<file path="src/rtl/disp_timing_gen_pkg.sv">
// Shared timing constants, address type and frame-size helpers for the
// display timing generator.
package disp_pkg;

  localparam int ADDR_W = 30;

  localparam int DEF_H_ACTIVE   = 640;
  localparam int DEF_H_FP       = 16;
  localparam int DEF_H_SYNC     = 96;
  localparam int DEF_H_BP       = 48;
  localparam int DEF_V_ACTIVE   = 480;
  localparam int DEF_V_FP       = 10;
  localparam int DEF_V_SYNC     = 2;
  localparam int DEF_V_BP       = 33;
  localparam int DEF_LINE_BYTES = 1280;

  typedef logic [ADDR_W-1:0] addr_t;

  function automatic int h_total(int act, int fp, int sync, int bp);
    return act + fp + sync + bp;
  endfunction

  function automatic int v_total(int act, int fp, int sync, int bp);
    return act + fp + sync + bp;
  endfunction

  // Counter width able to hold 0..total-1.
  function automatic int cnt_w(int total);
    return (total <= 2) ? 1 : $clog2(total);
  endfunction

endpackage

</file>
<file path="src/rtl/disp_timing_gen_if.sv">
// Sequencer, PHY and memory-reader facing signals of the timing generator.
interface disp_timing_gen_if;
  import disp_pkg::*;

  addr_t DISPADDR;
  logic  DISPON;
  logic  CLRVBLNK;
  logic  VBLANK;
  logic  HSYNC;
  logic  VSYNC;
  logic  DE;
  logic  FETCH_VALID;
  logic  FETCH_READY;
  addr_t FETCH_ADDR;
  logic  UNDERRUN;

  modport master (
    input  DISPADDR, DISPON, CLRVBLNK, FETCH_READY,
    output VBLANK, HSYNC, VSYNC, DE, FETCH_VALID, FETCH_ADDR, UNDERRUN
  );

  modport slave (
    output DISPADDR, DISPON, CLRVBLNK, FETCH_READY,
    input  VBLANK, HSYNC, VSYNC, DE, FETCH_VALID, FETCH_ADDR, UNDERRUN
  );

endinterface

</file>
<file path="src/rtl/disp_hv_counter.sv">
// Horizontal/vertical raster counters with vblank-start and fetch-slot strobes
// decoded from the current counter state.
module disp_hv_counter
  import disp_pkg::*;
#(
  parameter int H_ACTIVE = DEF_H_ACTIVE,
  parameter int H_TOTAL  = 800,
  parameter int V_ACTIVE = DEF_V_ACTIVE,
  parameter int V_TOTAL  = 525,
  parameter int HW       = cnt_w(H_TOTAL),
  parameter int VW       = cnt_w(V_TOTAL)
) (
  input  logic          clk,
  input  logic          rst,
  output logic [HW-1:0] h_o,
  output logic [VW-1:0] v_o,
  output logic          vblank_start_o,
  output logic          fetch_slot_o
);

  logic [HW-1:0] h_q, h_d;
  logic [VW-1:0] v_q, v_d;

  always_comb begin
    h_d = h_q + 1'b1;
    v_d = v_q;
    if (h_q == HW'(H_TOTAL - 1)) begin
      h_d = '0;
      v_d = (v_q == VW'(V_TOTAL - 1)) ? '0 : v_q + 1'b1;
    end
  end

  always_ff @(posedge clk) begin
    if (rst) begin
      h_q <= '0;
      v_q <= '0;
    end else begin
      h_q <= h_d;
      v_q <= v_d;
    end
  end

  assign h_o            = h_q;
  assign v_o            = v_q;
  assign vblank_start_o = (v_q == VW'(V_ACTIVE)) && (h_q == '0);
  assign fetch_slot_o   = (h_q == HW'(H_ACTIVE));

endmodule

</file>
<file path="src/rtl/disp_timing_gen.sv">
// Display timing generator: syncs, data enable, sticky VBLANK and one
// frame-buffer line-fetch request per active line, all outputs registered.
module disp_timing_gen
  import disp_pkg::*;
#(
  parameter int H_ACTIVE   = DEF_H_ACTIVE,
  parameter int H_FP       = DEF_H_FP,
  parameter int H_SYNC     = DEF_H_SYNC,
  parameter int H_BP       = DEF_H_BP,
  parameter int V_ACTIVE   = DEF_V_ACTIVE,
  parameter int V_FP       = DEF_V_FP,
  parameter int V_SYNC     = DEF_V_SYNC,
  parameter int V_BP       = DEF_V_BP,
  parameter int LINE_BYTES = DEF_LINE_BYTES
) (
  input logic               clk,
  input logic               rst,
  disp_timing_gen_if.master bus
);

  localparam int H_TOTAL = h_total(H_ACTIVE, H_FP, H_SYNC, H_BP);
  localparam int V_TOTAL = v_total(V_ACTIVE, V_FP, V_SYNC, V_BP);
  localparam int HW      = cnt_w(H_TOTAL);
  localparam int VW      = cnt_w(V_TOTAL);

  logic [HW-1:0] h;
  logic [VW-1:0] v;
  logic          vstart, slot;

  disp_hv_counter #(
    .H_ACTIVE (H_ACTIVE),
    .H_TOTAL  (H_TOTAL),
    .V_ACTIVE (V_ACTIVE),
    .V_TOTAL  (V_TOTAL),
    .HW       (HW),
    .VW       (VW)
  ) u_hv (
    .clk            (clk),
    .rst            (rst),
    .h_o            (h),
    .v_o            (v),
    .vblank_start_o (vstart),
    .fetch_slot_o   (slot)
  );

  addr_t base_q, base_d, line_q, line_d, faddr_q, faddr_d;
  logic  en_q, en_d, vblank_q, vblank_d;
  logic  hsync_q, hsync_d, vsync_q, vsync_d, de_q, de_d;
  logic  fvalid_q, fvalid_d, urun_q, urun_d;

  logic  tgt_vld;
  addr_t tgt_addr;
  logic  pending;

  // Target line for this slot: last raster line prefetches line 0 from the
  // frame base, active lines prefetch the following line.
  always_comb begin
    tgt_vld  = 1'b0;
    tgt_addr = line_q;
    if (slot) begin
      if (v == VW'(V_TOTAL - 1)) begin
        tgt_vld  = 1'b1;
        tgt_addr = base_q;
      end else if (v < VW'(V_ACTIVE - 1)) begin
        tgt_vld  = 1'b1;
        tgt_addr = line_q + addr_t'(LINE_BYTES);
      end
    end
  end

  assign pending = fvalid_q && !bus.FETCH_READY;

  always_comb begin
    base_d   = base_q;
    en_d     = en_q;
    if (vstart) begin
      base_d = bus.DISPADDR;
      en_d   = bus.DISPON;
    end

    if (bus.CLRVBLNK)  vblank_d = 1'b0;
    else if (vstart)   vblank_d = 1'b1;
    else               vblank_d = vblank_q;

    hsync_d = !((h >= HW'(H_ACTIVE + H_FP)) && (h < HW'(H_ACTIVE + H_FP + H_SYNC)));
    vsync_d = !((v >= VW'(V_ACTIVE + V_FP)) && (v < VW'(V_ACTIVE + V_FP + V_SYNC)));
    de_d    = en_q && (h < HW'(H_ACTIVE)) && (v < VW'(V_ACTIVE));

    // Line address tracks the raster even when a request is skipped.
    line_d   = tgt_vld ? tgt_addr : line_q;
    fvalid_d = pending;
    faddr_d  = faddr_q;
    urun_d   = urun_q;
    if (tgt_vld && en_q) begin
      if (pending) begin
        urun_d = 1'b1;
      end else begin
        fvalid_d = 1'b1;
        faddr_d  = tgt_addr;
      end
    end
  end

  always_ff @(posedge clk) begin
    if (rst) begin
      base_q   <= '0;
      en_q     <= 1'b0;
      line_q   <= '0;
      vblank_q <= 1'b0;
      hsync_q  <= 1'b1;
      vsync_q  <= 1'b1;
      de_q     <= 1'b0;
      fvalid_q <= 1'b0;
      faddr_q  <= '0;
      urun_q   <= 1'b0;
    end else begin
      base_q   <= base_d;
      en_q     <= en_d;
      line_q   <= line_d;
      vblank_q <= vblank_d;
      hsync_q  <= hsync_d;
      vsync_q  <= vsync_d;
      de_q     <= de_d;
      fvalid_q <= fvalid_d;
      faddr_q  <= faddr_d;
      urun_q   <= urun_d;
    end
  end

  assign bus.VBLANK      = vblank_q;
  assign bus.HSYNC       = hsync_q;
  assign bus.VSYNC       = vsync_q;
  assign bus.DE          = de_q;
  assign bus.FETCH_VALID = fvalid_q;
  assign bus.FETCH_ADDR  = faddr_q;
  assign bus.UNDERRUN    = urun_q;

endmodule

</file>
<file path="src/flat_wrapper.sv">
// flat-port wrapper written by rule: the top's interface ports become plain ports
module disp_timing_gen_flat import disp_pkg::*;
#(
  parameter int H_ACTIVE   = DEF_H_ACTIVE,
  parameter int H_FP       = DEF_H_FP,
  parameter int H_SYNC     = DEF_H_SYNC,
  parameter int H_BP       = DEF_H_BP,
  parameter int V_ACTIVE   = DEF_V_ACTIVE,
  parameter int V_FP       = DEF_V_FP,
  parameter int V_SYNC     = DEF_V_SYNC,
  parameter int V_BP       = DEF_V_BP,
  parameter int LINE_BYTES = DEF_LINE_BYTES
)
  (clk, rst, bus_DISPADDR, bus_DISPON, bus_CLRVBLNK, bus_FETCH_READY, bus_VBLANK, bus_HSYNC, bus_VSYNC, bus_DE, bus_FETCH_VALID, bus_FETCH_ADDR, bus_UNDERRUN);
  disp_timing_gen_if bus_i ();
  input logic clk;
  input logic rst;
  input wire logic [$bits(bus_i.DISPADDR)-1:0] bus_DISPADDR;
  input wire logic [$bits(bus_i.DISPON)-1:0] bus_DISPON;
  input wire logic [$bits(bus_i.CLRVBLNK)-1:0] bus_CLRVBLNK;
  input wire logic [$bits(bus_i.FETCH_READY)-1:0] bus_FETCH_READY;
  output wire logic [$bits(bus_i.VBLANK)-1:0] bus_VBLANK;
  output wire logic [$bits(bus_i.HSYNC)-1:0] bus_HSYNC;
  output wire logic [$bits(bus_i.VSYNC)-1:0] bus_VSYNC;
  output wire logic [$bits(bus_i.DE)-1:0] bus_DE;
  output wire logic [$bits(bus_i.FETCH_VALID)-1:0] bus_FETCH_VALID;
  output wire logic [$bits(bus_i.FETCH_ADDR)-1:0] bus_FETCH_ADDR;
  output wire logic [$bits(bus_i.UNDERRUN)-1:0] bus_UNDERRUN;
  assign bus_i.DISPADDR = bus_DISPADDR;
  assign bus_i.DISPON = bus_DISPON;
  assign bus_i.CLRVBLNK = bus_CLRVBLNK;
  assign bus_i.FETCH_READY = bus_FETCH_READY;
  assign bus_VBLANK = bus_i.VBLANK;
  assign bus_HSYNC = bus_i.HSYNC;
  assign bus_VSYNC = bus_i.VSYNC;
  assign bus_DE = bus_i.DE;
  assign bus_FETCH_VALID = bus_i.FETCH_VALID;
  assign bus_FETCH_ADDR = bus_i.FETCH_ADDR;
  assign bus_UNDERRUN = bus_i.UNDERRUN;
  disp_timing_gen #(.H_ACTIVE(H_ACTIVE), .H_FP(H_FP), .H_SYNC(H_SYNC), .H_BP(H_BP), .V_ACTIVE(V_ACTIVE), .V_FP(V_FP), .V_SYNC(V_SYNC), .V_BP(V_BP), .LINE_BYTES(LINE_BYTES)) u_core (.clk(clk), .rst(rst), .bus(bus_i));
endmodule
</file>
<file path="config.mk">
export PLATFORM = sky130hd
export DESIGN_NAME = disp_timing_gen_flat
export DESIGN_NICKNAME = d
export VERILOG_FILES = /design/src/rtl/disp_timing_gen_pkg.sv /design/src/rtl/disp_timing_gen_if.sv /design/src/rtl/disp_hv_counter.sv /design/src/rtl/disp_timing_gen.sv /design/src/flat_wrapper.sv
export SDC_FILE = /design/constraint.sdc
export NUM_CORES = 1
export LEC_CHECK = 0
export BUFFER_PORTS_ARGS = -buffer_cell sky130_fd_sc_hd__buf_2
export CAP_MARGIN = 25
export CORE_ASPECT_RATIO = 0.75
export CORE_UTILIZATION = 30
export DETAILED_ROUTE_END_ITERATION = 6
export PLACE_DENSITY = 0.58
export SETUP_SLACK_MARGIN = 0.5
export SLEW_MARGIN = 10
export SYNTH_ARGS = -nofsm -noshare
export SYNTH_HDL_FRONTEND = slang
export SYNTH_SLANG_ARGS = --single-unit
export TNS_END_PERCENT = 50
</file>
<file path="constraint.sdc">
create_clock -name clk -period 2.2 [get_ports clk]
set_input_delay 0.11 -clock clk [delete_from_list [all_inputs] [get_ports clk]]
set_output_delay 0.11 -clock clk [all_outputs]
set_load 0.02 [all_outputs]
</file>
==> results of run 1 <==
## final cells by class
class                           count  area (sq um)
Tap cell                          215           269
Multi-Input combinational cell    433          3280
Fill cell                        1548          8580
Clock buffer                       18           439
Inverter                            8          32.5
Sequential cell                   117          2380
Timing Repair Buffer              208          1800
Clock inverter                     14           150
## worst max-delay path by stage
stage                             from                         to  cells past startpoint
floorplan           u_core.u_hv.v_o[1]  u_core.bus.FETCH_ADDR[18]                      8
global placement    u_core.u_hv.v_o[9]  u_core.bus.FETCH_ADDR[18]                      6
detailed placement  u_core.u_hv.h_o[1]  u_core.bus.FETCH_ADDR[26]                      9
CTS                 u_core.u_hv.v_o[3]          u_core.base_q[25]                      8
global route        u_core.u_hv.v_o[5]  u_core.bus.FETCH_ADDR[13]                      9
finish              u_core.u_hv.v_o[5]  u_core.bus.FETCH_ADDR[18]                      9
## worst min-delay path, cell delays in order
cell and delay [ps]:
buf_2 160, nor2_4 70, nand3_4 100, o31ai_1 70
## placed cells by master, fill, tap and decap left out, types with 14 or more instances in the layout
cell type / count
nor2_1: 83
dlygate4sd3_1: 32
buf_2: 70
a21oi_1: 27
nand3_1: 19
nand2_1: 29
clkbuf_16: 19
mux2i_1: 29
buf_4: 61
dfxtp_1: 98
dfxtp_2: 14
o21ai_1: 18
buf_6: 31
## what timing repair did
action | in CTS | in global routing
setup buffers | 37 | 13
setup endpoints to repair | 111 | 111
hold buffers | 32 | 0
gates cloned | 6 | 2
pin swaps | 41 | 35
resized for setup | 134 | 74
hold endpoints to repair | 32 | 0
## per-stage QoR
step           cells  hold slack [ps]  setup WS, ps  TNS, ps
2_1_floorplan    599              187           309        0
3_3_place_gp     891              276          20.6        0
3_5_place_dp     891              279         -16.9    -16.9
4_1_cts          998              133           203        0
5_1_grt         1013              162          83.3        0
6_report        1013              142           128        0
## registers in the layout, summed over array words and instances (netlist names), 10 cells and up
name / count
u_core.u_hv.v_o: 10
u_core.u_hv.h_o: 10
u_core.base_q: 30
u_core.line_q: 30
u_core.bus.FETCH_ADDR: 30
## logic make-up (layout without fill, tap and decap cells)
kind of cell	after synthesis	count (layout)	synth area share, %
fa+ha+maj	6	6	1.44
simple gates	240	240	23.0
xor+xnor	17	17	2.86
mux	39	39	7.49
flops	117	117	44.9
compound gates	131	131	16.0
buf+inv	49	248	4.22
## power by group
group	leakage [nW]	internal (mW)	total [mW]	switching [mW]
clock	0.291	1.71	2.78	1.07
sequential	0.953	2.12	2.13	0.00595
combinational	1.88	0.0900	0.171	0.0810
total	3.13	3.92	5.07	1.16
## layer usage
metal,up-vias,global-route usage [%]
met5,-,0
met4,0,4.80
met3,22,3.93
met2,208,29.6
met1,2479,27.7
li1,2535,-
==> impl_metrics.csv, run 1 <==
group,metric,value,unit
worst_setup_path,rr_endpoint,"u_core.bus.FETCH_ADDR[18]",
floorplanning,dieArea,17900,sq um
worst_setup_path,required,2540,ps
detailed_routing,wirelength,17200,um
floorplanning,die_h,116,um
timing,fin_crit_sh,94.2,%
worst_setup_path,cp_top_family,"compound AO/OA/AOI/OAI gates",
detailed_routing,vias,5244,
logic_synthesis,yosys_warnings,0,
detailed_routing,dr_wl_met2,7440,um
power,power.density,608,nW/um^2
floorplanning,coreArea,16900,sq um
clock_tree,numCtsBuffers,17,
worst_hold_path,min_path_cells,4,
worst_setup_path,cp_num_buf_inv,4,
place,port-buffer-count,70,
timing,skew,12.0,ps
clock_tree,cts_root_buffer,"clkbuf_16",
power,vdd_ir_drop_max,0.364,mV
cells_and_area,drive_gt1_share,42.0,%
logic_synthesis,ys_seq_area_share,44.9,%
floorplanning,fp.dieW,154,um
detailed_routing,routed.top_layer,"met4",
detailed_routing,met3_length,1160,um
logic_synthesis,synth_top_area_share,44.9,%
cells_and_area,n_antenna_cell,0,
timing,period_minus_slack,2070,ps
run_status,status,"finished clean",
worst_hold_path,hold_path_startpoint,"rst",
detailed_routing,viasPerCell,5.18,
detailed_routing,met1_length,8360,um
clock_tree,clkTransAtPathRegs,60,ps
worst_setup_path,cp-start-kind,"register",
job,cap_violations,0,
place,hpwl,9990,um
timing,rsz0062_at_grt,"true",
timing,fmax,483,MHz
logic_synthesis,ys_types,62,
logic_synthesis,synth-edff-count,0,
logic_synthesis,synth_nets,640,
logic_synthesis,synth.avg_cell_area,8.70,sq um
worst_hold_path,worstHoldPathType,"input pin to register",
cells_and_area,fin_area,8350,sq um
global_routing,grt_pass1_vias,4916,
detailed_routing,wire_per_inst,16.9,um
logic_synthesis,async_reset_ff_share,0,%
logic_synthesis,synth-seq-cells,117,
timing,hold_violations,0,
power,p_leak,3.13,nW
logic_synthesis,synth_area,5210,sq um
clock_tree,clock_sinks,117,
timing,worst_pin_slew,980,ps
worst_setup_path,critPathCaptureType,"register",
clock_tree,cts_htree_levels,4,
cells_and_area,area_delta_synth_final,60.2,%
worst_setup_path,arrival,2410,ps
global_routing,grt_max_degree,43,
timing,slew_headroom,34.6,%
cells_and_area,nNetsFinal,826,
timing,slew_viol_final,0,
clock_tree,cts_tree,"yes",
logic_synthesis,synth_area_leaders,"dfxtp_1, mux2i_1, nor2_1",
clock_tree,insertion_delay,420,ps
floorplanning,row_count,41,
detailed_routing,drc,0,
detailed_routing,antenna_left,0,
cells_and_area,utilization,49.3,%
global_routing,grt_first_pass_wirelength,26600,um
logic_synthesis,synth_top_area_cell,"dfxtp_1",
place,dpl-instance-area,6090,sq um
place,gp_congestion,0.823,
detailed_routing,drtPass1Iterations,5,
timing,setup_viol,0,
worst_setup_path,worst_path_most_repeated_cell,"buf_6",
global_routing,antenna_found_initial,0,
logic_synthesis,synth_common_cells,"dfxtp_1, nor2_1, nand2_1",
worst_setup_path,slowest_stage,"o31a_1",
worst_setup_path,r2r_cells,9,
floorplanning,start_util,30.8,%
floorplanning,io_pins,71,
worst_setup_path,reg2reg_slack,130,ps
logic_synthesis,synth_most_common_cell,"dfxtp_1",
clock_tree,clockBufferDepth,2,
logic_synthesis,synthCells,599,
worst_setup_path,critPathMaxFanout,6,
worst_setup_path,path_cells,"nand3b_1 -> buf_6 -> o31a_1 -> buf_6 -> o21ai_4 -> buf_6 -> buf_16 -> nand2_1 -> a21oi_1",
global_routing,grt_use_total,19.3,%
power,total_power,5.07,mW
global_routing,grt_overflow_total,0,
detailed_routing,drtIter0Drc,338,
worst_setup_path,worstSetupPathType,"register to register",
worst_setup_path,r2r_start,"u_core.u_hv.v_o[5]",
worst_setup_path,crit_path_max_incr_delay,370,ps
logic_synthesis,yosys_most_used_dff,"dfxtp_1",
worst_hold_path,whs_endpoint,"u_core.bus.FETCH_ADDR[28]",
Note: power is estimated with default switching activity, not from simulation.
==> inputs of run 2 (changes only) <==
--- a/config.mk
+++ b/config.mk
@@ -5,12 +5,12 @@
 export SDC_FILE = /design/constraint.sdc
 export NUM_CORES = 1
 export LEC_CHECK = 0
-export BUFFER_PORTS_ARGS = -buffer_cell sky130_fd_sc_hd__buf_2
 export CAP_MARGIN = 25
 export CORE_ASPECT_RATIO = 0.75
 export CORE_UTILIZATION = 30
 export DETAILED_ROUTE_END_ITERATION = 6
-export PLACE_DENSITY = 0.58
+export DONT_BUFFER_PORTS = 1
+export PLACE_DENSITY = 0.55
 export SETUP_SLACK_MARGIN = 0.5
 export SLEW_MARGIN = 10
 export SYNTH_ARGS = -nofsm -noshare
==> impl_metrics.csv, run 2 (synthesized netlist as in run 1, its figures left out) <==
group,metric,value,unit
worst_setup_path,cp_top_family,"simple AND/OR/NAND/NOR gates",
detailed_routing,wire_per_inst,18.5,um
power,power.share.switching,24.2,%
detailed_routing,vias,4825,
floorplanning,coreArea,16900,sq um
cells_and_area,area_delta_synth_final,41.9,%
clock_tree,cts_htree_levels,4,
worst_hold_path,worstHoldPathType,"input pin to register",
power,p_leak,2.55,nW
global_routing,grt_max_degree,86,
detailed_routing,dr_wl_met2,7350,um
power,switchingPower,1.20,mW
clock_tree,insertion_delay,420,ps
run_status,violations,"hold timing",
power,power.density,669,nW/um^2
floorplanning,row_count,41,
timing,skew,11.7,ps
worst_setup_path,critPathCaptureType,"register",
floorplanning,dieArea,17900,sq um
clock_tree,clock_sinks,117,
worst_setup_path,slowest_stage,"or4_1",
timing,hold_violations,87,
cells_and_area,drive_gt1_share,33.7,%
power,seqPwrFrac,43.1,%
power,total_power,4.95,mW
clock_tree,ctsHoldBuffers,4,
detailed_routing,wirelength,16600,um
detailed_routing,drtPass1Iterations,5,
timing,worst_pin_slew,398,ps
global_routing,grt_use_total,18.4,%
power,vdd_ir_drop_max,0.541,mV
worst_setup_path,critPathMaxFanout,6,
floorplanning,fp.dieW,154,um
place,hpwl,10300,um
detailed_routing,met1_length,7560,um
worst_setup_path,cp_num_buf_inv,1,
timing,fmax,492,MHz
clock_tree,clkTransAtPathRegs,60,ps
power,intPower,3.75,mW
timing,finalSetupTns,0,ps
timing,slew_viol_final,0,
worst_setup_path,worstSetupPathType,"register to register",
cells_and_area,multiInputGateArea,3180,sq um
floorplanning,die_h,116,um
detailed_routing,drtIter0Drc,315,
cells_and_area,fillers,1583,
worst_setup_path,path_cells,"buf_4 -> and3b_1 -> and4b_2 -> a41o_1 -> a21oi_2 -> or4_1 -> a21oi_1",
timing,fin_hold_ws,-234,ps
cells_and_area,layout_commonest_cell,"dfxtp_1",
timing,rsz0062_at_grt,"true",
global_routing,grt_overflow_total,0,
global_routing,grt_pass1_vias,4643,
global_routing,antenna_found_initial,0,
power,clkPwrFrac,55.9,%
worst_setup_path,required,2540,ps
clock_tree,numCtsBuffers,17,
cells_and_area,final_cell_mix,"dfxtp_1, nor2_1, buf_4",
detailed_routing,viasPerCell,5.38,
clock_tree,cts_root_buffer,"clkbuf_16",
timing,period_minus_slack,2030,ps
place,port-buffer-count,0,
place,dpl-instance-area,5710,sq um
detailed_routing,antenna_left,0,
floorplanning,start_util,30.8,%
power,p_comb_share,1.1,%
global_routing,grt_first_pass_wirelength,25200,um
timing,fin_crit_sh,92.4,%
worst_setup_path,crit_path_max_incr_delay,550,ps
job,cap_violations,0,
detailed_routing,met3_length,1410,um
cells_and_area,seq_area,2370,sq um
place,gp_congestion,0.882,
cells_and_area,fin_area,7400,sq um
detailed_routing,routed.top_layer,"met4",
clock_tree,clockBufferDepth,2,
floorplanning,io_pins,71,
cells_and_area,nNetsFinal,710,
detailed_routing,drc,0,
cells_and_area,n_antenna_cell,0,
run_status,status,"finished with violations",
timing,slew_headroom,73.4,%
clock_tree,cts_tree,"yes",
timing,setup_viol,0,
worst_setup_path,arrival,2380,ps
worst_setup_path,cp-start-kind,"register",
-- run 2: cell types whose count changed in the layout (fill, tap and decap cells not counted), sizes merged --
cell / change
buf: -86
dlygate4sd3: -28
clkinv: -7
inv: +6
clkbuf: -3
clkinvlp: +3
bufinv: -1
-- run 2: through the flow --
stage | instances | setup slack, ps | util, %
6_report | 897 | 167 | 43.7
5_1_grt | 897 | 95.5 | 43.7
4_1_cts | 884 | 215 | 41.7
3_5_place_dp | 813 | 81.1 | 33.7
3_3_place_gp | 813 | 143 | 33.7
2_1_floorplan | 599 | 309 | -
-- run 2: power by group through the flow --
| stage | Combinational (mW) | Clock, mW | Sequential [mW] |
|---|---|---|---|
| after CTS | 0.0455 | 2.81 | 2.13 |
| after detailed placement | 0.0398 | 0 | 2.18 |
| final | 0.0525 | 2.76 | 2.13 |
| after floorplan | 0.0490 | 0 | 2.18 |
| after global placement | 0.0392 | 0 | 2.18 |
| after global routing | 0.0564 | 2.90 | 2.13 |
-- run 2: cell type report --
cell class	instances	share of cell area, %
timing repair buffer	92	13.0
multi-input combinational	433	43.0
sequential	117	32.1
tap	215	3.64
inverter	8	0.440
clock buffer	17	5.75
clock inverter	15	2.13
-- run 2: worst reg2reg max path: cells and delay by family, from the launching register on --
family          cells  cell delay (ps)
flops               1              360
simple gates        3             1100
compound gates      3              370
buf+inv             1              150
-- run 2: path summary, 6_finish.rpt --
| kind | cells after the start | slack, ps | end | startpoint |
|---|---|---|---|---|
| max | 7 | 170 | u_core.bus.FETCH_ADDR[18] | u_core.u_hv.v_o[5] |
| min | 1 | -230 | u_core.u_hv.v_o[1] | rst |
| max reg2reg | 7 | 170 | u_core.bus.FETCH_ADDR[18] | u_core.u_hv.v_o[5] |
| min reg2reg | 1 | 490 | u_core.u_hv.h_o[0] | u_core.u_hv.h_o[0] |
-- run 2: what timing repair did --
action	CTS	global route
setup endpoints to repair	109	112
pin swaps	42	36
endpoints found under the hold margin	91	87
buffers inserted	30	13
cloned	5	0
resized for setup	107	63
-- run 2: metal layers --
metal | up-vias | global-route usage, %
met5 | - | 0
met4 | 0 | 5.00
met3 | 22 | 7.27
met2 | 177 | 28.7
met1 | 2332 | 23.8
li1 | 2294 | -
==> inputs of run 3 (changes only) <==
--- a/config.mk
+++ b/config.mk
@@ -5,6 +5,7 @@
 export SDC_FILE = /design/constraint.sdc
 export NUM_CORES = 1
 export LEC_CHECK = 0
+export ABC_AREA = 1
 export CAP_MARGIN = 25
 export CORE_ASPECT_RATIO = 0.75
 export CORE_UTILIZATION = 30
==> impl_metrics.csv, run 3 <==
group,metric,value,unit
timing,slew_headroom,68.6,%
logic_synthesis,synth_area,5580,sq um
worst_hold_path,hold_path_startpoint,"bus_FETCH_READY",
worst_setup_path,worstSetupPathType,"register to register",
place,port-buffer-count,0,
timing,slew_viol_final,0,
cells_and_area,final_cell_mix,"nand2_1, inv_1, dfxtp_1",
worst_setup_path,worst_path_most_repeated_cell,"nand2_4",
global_routing,grt_first_pass_wirelength,27800,um
power,total_power,4.87,mW
floorplanning,fp.dieW,159,um
clock_tree,cts_tree,"yes",
worst_setup_path,r2r_start,"u_core.u_hv.h_o[4]",
logic_synthesis,synth_common_cells,"nand2_1, dfxtp_1, inv_1",
worst_setup_path,required,2560,ps
power,p_leak,3.29,nW
floorplanning,dieArea,19100,sq um
global_routing,grt_overflow_total,0,
floorplanning,row_count,42,
timing,hold_violations,0,
cells_and_area,drive_gt1_share,26.9,%
logic_synthesis,synth_most_common_cell,"nand2_1",
timing,finalSetupTns,0,ps
clock_tree,insertion_delay,420,ps
power,vdd_ir_drop_max,0.463,mV
clock_tree,clkTransAtPathRegs,50,ps
global_routing,antenna_found_initial,0,
place,pre_cts_slack,90.1,ps
cells_and_area,fillers,1715,
logic_synthesis,synth.avg_cell_area,6.95,sq um
logic_synthesis,synthAdderAreaFrac,1.35,%
floorplanning,io_pins,71,
worst_setup_path,arrival,2170,ps
cells_and_area,n_antenna_cell,0,
clock_tree,numCtsBuffers,17,
logic_synthesis,yosys_most_used_dff,"dfxtp_1",
timing,rsz0062_at_grt,"true",
logic_synthesis,synthMuxAreaShare,0,%
timing,fin_crit_sh,82.7,%
detailed_routing,wire_per_inst,16.0,um
logic_synthesis,synth-edff-count,0,
worst_setup_path,crit_path_max_incr_delay,360,ps
worst_setup_path,slowest_stage,"dfxtp_4",
place,hpwl,11200,um
logic_synthesis,yosys_warnings,0,
timing,fmax,550,MHz
worst_setup_path,path_cells,"inv_4 -> nand2_4 -> nor3_4 -> nand2_4 -> buf_12 -> nor2_4 -> buf_6 -> buf_4 -> nand2_2 -> o21ai_2 -> inv_1 -> nand2_1 -> nor2_2 -> nor2_1",
global_routing,grt_pass1_vias,5028,
clock_tree,clockBufferDepth,2,
timing,period_minus_slack,1820,ps
clock_tree,clock_sinks,117,
cells_and_area,multiInputGateArea,3040,sq um
detailed_routing,wirelength,18400,um
worst_setup_path,critPathMaxFanout,4,
detailed_routing,viasPerCell,4.87,
worst_setup_path,cp-start-kind,"register",
worst_hold_path,worstHoldPathType,"input pin to register",
floorplanning,die_h,120,um
logic_synthesis,ys_seq_area_share,42.0,%
floorplanning,start_util,31.1,%
logic_synthesis,synthXorXnorAreaFrac,0.628,%
logic_synthesis,synth-seq-cells,117,
logic_synthesis,synthSimpleGateAreaFrac,28.2,%
logic_synthesis,synth_area_leaders,"dfxtp_1, nand2_1, inv_1",
logic_synthesis,synth_top_area_share,42.0,%
clock_tree,cts_root_buffer,"clkbuf_16",
cells_and_area,nNetsFinal,937,
logic_synthesis,synthCells,802,
timing,worst_pin_slew,471,ps
cells_and_area,layout_commonest_cell,"nand2_1",
logic_synthesis,synth_nets,843,
cells_and_area,utilization,44.3,%
timing,skew,9.81,ps
logic_synthesis,synth_top_area_cell,"dfxtp_1",
detailed_routing,drtIter0Drc,472,
clock_tree,cts_htree_levels,4,
job,cap_violations,0,
run_status,status,"finished clean",
logic_synthesis,ys_types,42,
place,gp_congestion,0.911,
logic_synthesis,async_reset_ff_share,0,%
logic_synthesis,synth_compound_area_share,15.7,%
detailed_routing,antenna_left,0,
worst_setup_path,critPathCaptureType,"register",
worst_setup_path,crit_start,"u_core.u_hv.h_o[4]",
power,power.density,614,nW/um^2
cells_and_area,area_delta_synth_final,42.4,%
cells_and_area,seq_area,2380,sq um
floorplanning,coreArea,17900,sq um
timing,setup_ws,382,ps
global_routing,grt_use_total,19.0,%
detailed_routing,drtPass1Iterations,5,
timing,setup_viol,0,
detailed_routing,vias,5601,
global_routing,grt_max_degree,48,
detailed_routing,drc,0,
logic_synthesis,synth_top_family_by_area,"simple AND/OR/NAND/NOR gates",
## run 3: cell count changes in the layout (fill, tap and decap cells not counted), sizes merged, moves of 13 or more
cell and change:
nand2 +150, inv +107, a21oi +50, mux2i -39, o21ai +30, dlygate4sd3 +29, buf -22, nor2 -17
a211oi -13
## run 3: final timing paths
path / slack, ps / end / depth (start not counted)
worst max-delay path: 380 / u_core.bus.FETCH_ADDR[11] / 14
worst min-delay path: 20 / u_core.bus.FETCH_VALID / 3
worst max register to register: 380 / u_core.bus.FETCH_ADDR[11] / 14
worst min register to register: 460 / u_core.u_hv.h_o[0] / 1
## run 3: area by class of cell
class,instances,area share (%)
clock inverter,10,1.39
multi-input combinational,530,38.3
clock buffer,20,5.50
sequential,117,30.0
inverter,124,6.35
timing repair buffer,103,14.1
tap,242,3.81
timing repair inverter,3,0.551
## run 3: what timing repair did
action | in CTS | in global routing
resized for setup | 91 | 149
hold buffers | 34 | 0
gates cloned | 6 | 5
pin swaps | 24 | 38
endpoints found under the hold margin | 80 | 0
setup endpoints to repair | 99 | 110
setup buffers | 31 | 14
## run 3: metrics by stage
step	std cells	hold slack, ps	area, sq um
finish	1149	16.1	7940
global route	1149	16.4	7940
CTS	1130	6.77	7330
detailed placement	1029	186	5820
global placement	1029	184	5820
floorplan	802	182	5580
## run 3: critical path: cells and delay by family (launching register included)
kind,cells,cell delay (ps)
compound gates,1,50
buf+inv,5,530
simple gates,8,800
flops,1,360
## run 3: metal layers
| metal | wire length, um | vias to the layer above | share of wire, % | track usage, % |
|---|---|---|---|---|
| met5 | 0 | - | 0 | 0 |
| met4 | 293 | 0 | 1.6 | 7.27 |
| met3 | 1400 | 18 | 7.6 | 5.12 |
| met2 | 7880 | 210 | 43 | 25.8 |
| met1 | 8820 | 2599 | 48 | 28.0 |
| li1 | - | 2774 | - | - |
## run 3: kinds of logic after synthesis
family                     Yosys count
buffers and inverters              155
AOI/OAI and AO/OA                  166
adders and majority gates            6
xor gates and xnor gates             4
and+or+nand+nor                    354
DFF                                117
## run 3: where the power goes
part	internal (mW)	total (mW)	leakage, nW	switching [mW]
Combinational	0.0639	0.133	2.08	0.0686
Sequential	2.12	2.12	0.954	0.00535
Clock	1.64	2.62	0.258	0.977
Total	3.82	4.87	3.29	1.05
